--- src/rtl/mem_req_sequencer.sv ---
`default_nettype none
// ============================================================================
// Module      : mem_req_sequencer
// Description : Round-robin read sequencer in front of memory_out_demux. It
//               reads a synchronous RAM, presents a tagged word, and completes
//               a four-phase handshake on ack_to_mem.
// Revision    : 1.0 - initial release
// ============================================================================
module mem_req_sequencer #(
    parameter int ADDR_W      = 8,
    parameter int DATA_W      = 14,
    parameter int RAM_LAT     = 1,
    parameter int SYNC_STAGES = 2
) (
    input  logic                clk,
    input  logic                rst_n,
    input  logic                instr_req,
    input  logic [ADDR_W-1:0]   instr_addr,
    output logic                instr_done,
    input  logic                cache_req,
    input  logic [ADDR_W-1:0]   cache_addr,
    output logic                cache_done,
    output logic [ADDR_W-1:0]   ram_addr,
    output logic                ram_rd_en,
    input  logic [DATA_W-1:0]   ram_rdata,
    output logic [DATA_W+1:0]   memory_out,
    output logic [1:0]          PH0,
    output logic [1:0]          PH1,
    input  logic                ack_to_mem,
    output logic                busy
);

    localparam logic [2:0] c_ST_IDLE    = 3'd0;
    localparam logic [2:0] c_ST_READ    = 3'd1;
    localparam logic [2:0] c_ST_PRESENT = 3'd2;
    localparam logic [2:0] c_ST_RELEASE = 3'd3;
    localparam logic [2:0] c_ST_DONE    = 3'd4;

    localparam logic [1:0] c_PH_SEL  = 2'b10;
    localparam logic [1:0] c_PH_IDLE = 2'b01;
    localparam logic [2:0] c_LAT     = 3'(RAM_LAT);

    logic [SYNC_STAGES-1:0] r_ack_sync;
    logic [2:0]             r_state;
    logic [2:0]             r_lat_cnt;
    logic                   r_grant_cache;
    logic                   r_last_cache;
    logic                   r_ack_low;
    logic                   w_ack_s;
    logic                   w_pick_cache;

    assign w_ack_s = r_ack_sync[SYNC_STAGES-1];

    // Reset value of r_last_cache makes instr win the first contention.
    assign w_pick_cache = cache_req & (~instr_req | ~r_last_cache);

    always_ff @(posedge clk or negedge rst_n) begin
        if (!rst_n) begin
            r_ack_sync <= '0;
        end else begin
            r_ack_sync <= {r_ack_sync[SYNC_STAGES-2:0], ack_to_mem};
        end
    end

    always_ff @(posedge clk or negedge rst_n) begin
        if (!rst_n) begin
            r_state       <= c_ST_IDLE;
            r_lat_cnt     <= '0;
            r_grant_cache <= 1'b0;
            r_last_cache  <= 1'b1;
            r_ack_low     <= 1'b0;
            ram_addr      <= '0;
            ram_rd_en     <= 1'b0;
            memory_out    <= '0;
            PH0           <= c_PH_IDLE;
            PH1           <= c_PH_IDLE;
            instr_done    <= 1'b0;
            cache_done    <= 1'b0;
            busy          <= 1'b0;
        end else begin
            ram_rd_en  <= 1'b0;
            instr_done <= 1'b0;
            cache_done <= 1'b0;
            case (r_state)
                c_ST_IDLE: begin
                    if (instr_req || cache_req) begin
                        r_grant_cache <= w_pick_cache;
                        ram_addr      <= w_pick_cache ? cache_addr : instr_addr;
                        ram_rd_en     <= 1'b1;
                        r_lat_cnt     <= '0;
                        busy          <= 1'b1;
                        r_state       <= c_ST_READ;
                    end
                end
                c_ST_READ: begin
                    if (r_lat_cnt == c_LAT) begin
                        memory_out <= {2'b10, ram_rdata};
                        if (r_grant_cache) begin
                            PH1 <= c_PH_SEL;
                        end else begin
                            PH0 <= c_PH_SEL;
                        end
                        r_ack_low <= 1'b0;
                        r_state   <= c_ST_PRESENT;
                    end else begin
                        r_lat_cnt <= r_lat_cnt + 3'd1;
                    end
                end
                c_ST_PRESENT: begin
                    // A stale high ack must be seen low once before it counts.
                    if (!w_ack_s) begin
                        r_ack_low <= 1'b1;
                    end else if (r_ack_low) begin
                        memory_out <= '0;
                        PH0        <= c_PH_IDLE;
                        PH1        <= c_PH_IDLE;
                        r_state    <= c_ST_RELEASE;
                    end
                end
                c_ST_RELEASE: begin
                    if (!w_ack_s) begin
                        instr_done <= ~r_grant_cache;
                        cache_done <= r_grant_cache;
                        r_state    <= c_ST_DONE;
                    end
                end
                c_ST_DONE: begin
                    r_last_cache <= r_grant_cache;
                    busy         <= 1'b0;
                    r_state      <= c_ST_IDLE;
                end
                default: begin
                    busy    <= 1'b0;
                    r_state <= c_ST_IDLE;
                end
            endcase
        end
    end

endmodule
`default_nettype wire

--- config.mk ---
export PLATFORM = sky130hd
export DESIGN_NAME = mem_req_sequencer
export DESIGN_NICKNAME = d
export VERILOG_FILES = /design/src/rtl/mem_req_sequencer.sv
export SDC_FILE = /design/constraint.sdc
export NUM_CORES = 1
export LEC_CHECK = 0
export BUFFER_PORTS_ARGS = -buffer_cell sky130_fd_sc_hd__buf_2
export CORE_UTILIZATION = 48
export DETAILED_ROUTE_END_ITERATION = 8
export PLACE_DENSITY = 0.79
export SYNTH_ARGS = -nofsm -noshare
export SYNTH_HDL_FRONTEND = slang
export SYNTH_SLANG_ARGS = --single-unit
--- constraint.sdc ---
create_clock -name clk -period 2.1 [get_ports clk]
set_input_delay 0.42 -clock clk [delete_from_list [all_inputs] [get_ports clk]]
set_output_delay 0.42 -clock clk [all_outputs]
set_load 0.02 [all_outputs]
==> metrics.yaml <==
yosys:
  synth_ff_type: "dfrtp_1"
  synth.yosys.seq_area_share_pct: 59.7
  syn_avg_cell_area_um2: 11.7
  yosysUniqueCellTypes: 33
  yosysWarningCount: 0
  synth.net_count: 188
  syn_area_um2: 1770
  async_reset_ff_share_pct: 100
  synth_seq_cells: 42
  synthCells: 151
  synth_edf_count: 0
die:
  rows: 21
  die_area_um2: 3930
  ioPinCount: 67
  dieHeight_um: 62.7
  coreArea_um2: 3440
  initial_core_util_pct: 51.4
  die_w_um: 62.7
worst_setup_path:
  endpoint_kind: "flip-flop"
  cp_data_arrival_time_ns: 1.87
  reg2reg_slack_ns: 0.41
  r2r_cells: 6
  critical_path_class: "reg2reg"
  startpoint_type: "flip-flop"
  cp.required_ns: 2.28
  cp_max_fo: 14
clock_tree:
  cts_setup_buffers: 0
  cts_resized: 0
  cts_hold_buf: 0
  root_buffer: "clkbuf_8"
  cts_tree: "built"
  clkSinkCount: 42
  clk_pin_slew_ns: 0.08
  cts_made_buffers: 5
  htreeDepth: 2
  clock_path_buffers: 2
  clk-insertion-delay-late_ns: 0.29
timing:
  fin_tns_setup_ns: 0
  finalMaxSlewViolations: 0
  skew_ns: 0.00788
  period_needed_ns: 1.69
  tightest_slew_ns: 0.563
  slew_headroom_pct: 62.5
  max_freq_mhz: 593
  rsz0062_at_grt: "no"
  timing.final.crit_share_pct: 80.3
  final-hold-violation-count: 0
  setup_viol: 0
routing:
  drt_wl_total_um: 3450
  drtPass1Iterations: 4
  viasPerCell: 5.28
  highest_layer: "met4"
  wl_met2_um: 1740
  drt-initial-drc-count: 62
  wl_met3_um: 182
  vias: 1409
  drc: 0
  routedLengthMet1_um: 1490
  ant_nets: 0
  wl_per_cell_um: 12.9
placement:
  gp_congestion: 0.773
  hpwl_um: 2560
  port_buffers: 65
  placed_cell_area_um2: 2150
power:
  vdd_ir_drop_max_mv: 0.837
  leakage_nw: 1.13
  p_per_area_nw_per_um2: 1550
cells_and_area:
  drive_gt1_share_pct: 38.9
  multi_input_area_um2: 642
  layout_common_cells: "buf_2, dfrtp_1, nor2_1, a22o_1, a21oi_1"
  nFillCells: 290
  layout_commonest_cell: "buf_2"
  area_growth_pct: 27.9
  design_area_um2: 2260
  seqCellArea_um2: 1050
  nets: 257
  diodes: 0
global_routing:
  grt_pass1_wl_um: 5820
  grt_pass1_vias: 1320
  gr-total-overflow: 0
  grt_max_degree: 43
  grt_usage_pct: 18.9
  antenna_found_initial: 0
min_path:
  min_path_type: "in2async"
job:
  maxCapViolations: 0
outcome:
  status: "complete, no violations"
-- worst max-delay path, cell delays in order, from the launching register on --
cell and delay (ns):
dfrtp_1 0.41, inv_1 0.07, ha_1 0.18, and4bb_1 0.23
a31oi_1 0.04, or2_1 0.39, a22o_1 0.25
-- routing by layer --
layer  GRT usage, %  vias to the layer above
met5              0                        -
met4           6.98                        0
met3           4.01                        5
met2           32.5                       48
met1           23.2                      682
li1               -                      674
-- cell families (layout without fill, tap and decap cells) --
family                   after synthesis  count (layout)  synth area share (%)
adder cells (fa/ha/maj)                2               2                  1.42
buffers and inverters                 14              84                  4.03
AND/OR/NAND/NOR                       41              41                  13.1
AO/OA/AOI/OAI                         42              42                  16.4
multiplexers                           9               9                  5.17
flip-flops                            42              42                  59.7
other                                  1               1                 0.212
-- synthesized netlist by cell type, types with 2 or more instances --
cell | instances | share of area [%]
dfrtp_1 | 39 | 55
nor2_1 | 19 | 4.0
a22o_1 | 17 | 8.4
a21oi_1 | 13 | 3.7
mux2i_1 | 8 | 4.5
buf_2 | 6 | 1.7
o21ai_0 | 6 | 1.7
nand2_1 | 5 | 1.1
inv_1 | 4 | 0.85
dfstp_2 | 3 | 4.5
nor3_1 | 3 | 0.85
nor4_1 | 3 | 1.1
clkbuf_1 | 2 | 0.42
ha_1 | 2 | 1.4
nand3b_1 | 2 | 0.85
nor2b_1 | 2 | 0.71
-- worst paths after layout --
kind	end	start
worst min register to register	r_ack_sync[1]	r_ack_sync[0]
max in group asynchronous	r_last_cache	rst_n
worst max register to register	memory_out[13]	r_lat_cnt[1]
worst min-delay path	r_lat_cnt[0]	rst_n
worst max-delay path	memory_out[13]	r_lat_cnt[1]
min in group clk	r_ack_sync[0]	ack_to_mem
-- area by class of cell --
cell class	instances	share of cell area [%]
clock buffers	5	3.04
inverters	4	0.664
clock inverters	3	1.99
flip-flops and latches	42	46.7
well taps	46	2.55
multi-input cells	95	28.4
repair buffers	72	16.7
-- power by group --
group | internal, mW | total, mW | switching (mW)
combinational | 0.607 | 1.51 | 0.905
clock | 0.353 | 0.626 | 0.273
sequential | 1.16 | 1.37 | 0.204
total | 2.12 | 3.51 | 1.38
-- through the flow --
step           instances  power (mW)  hold WS (ns)  util (%)  worst slack [ns]
5_1_grt              267        3.74         0.218      65.7             0.281
4_1_cts              267        3.54         0.195      65.7             0.419
6_report             267        3.51         0.174      65.7             0.413
3_3_place_gp         259        2.86         0.334      62.4             0.476
3_5_place_dp         259        2.90         0.345      62.4             0.430
2_1_floorplan        151        2.42         0.124         -             0.505
-- flip-flops by register name, indices dropped and copies added (netlist names) --
| name | count |
|---|---|
| memory_out | 15 |
| cache_done | 1 |
| r_last_cache | 1 |
| ram_addr | 8 |
| ram_rd_en | 1 |
| r_ack_low | 1 |
| PH0 | 2 |
| r_ack_sync | 2 |
| r_state | 3 |
| r_grant_cache | 1 |
| PH1 | 2 |
| instr_done | 1 |
| busy | 1 |
| r_lat_cnt | 3 |
No activity file was read; power rests on OpenSTA's default activity.
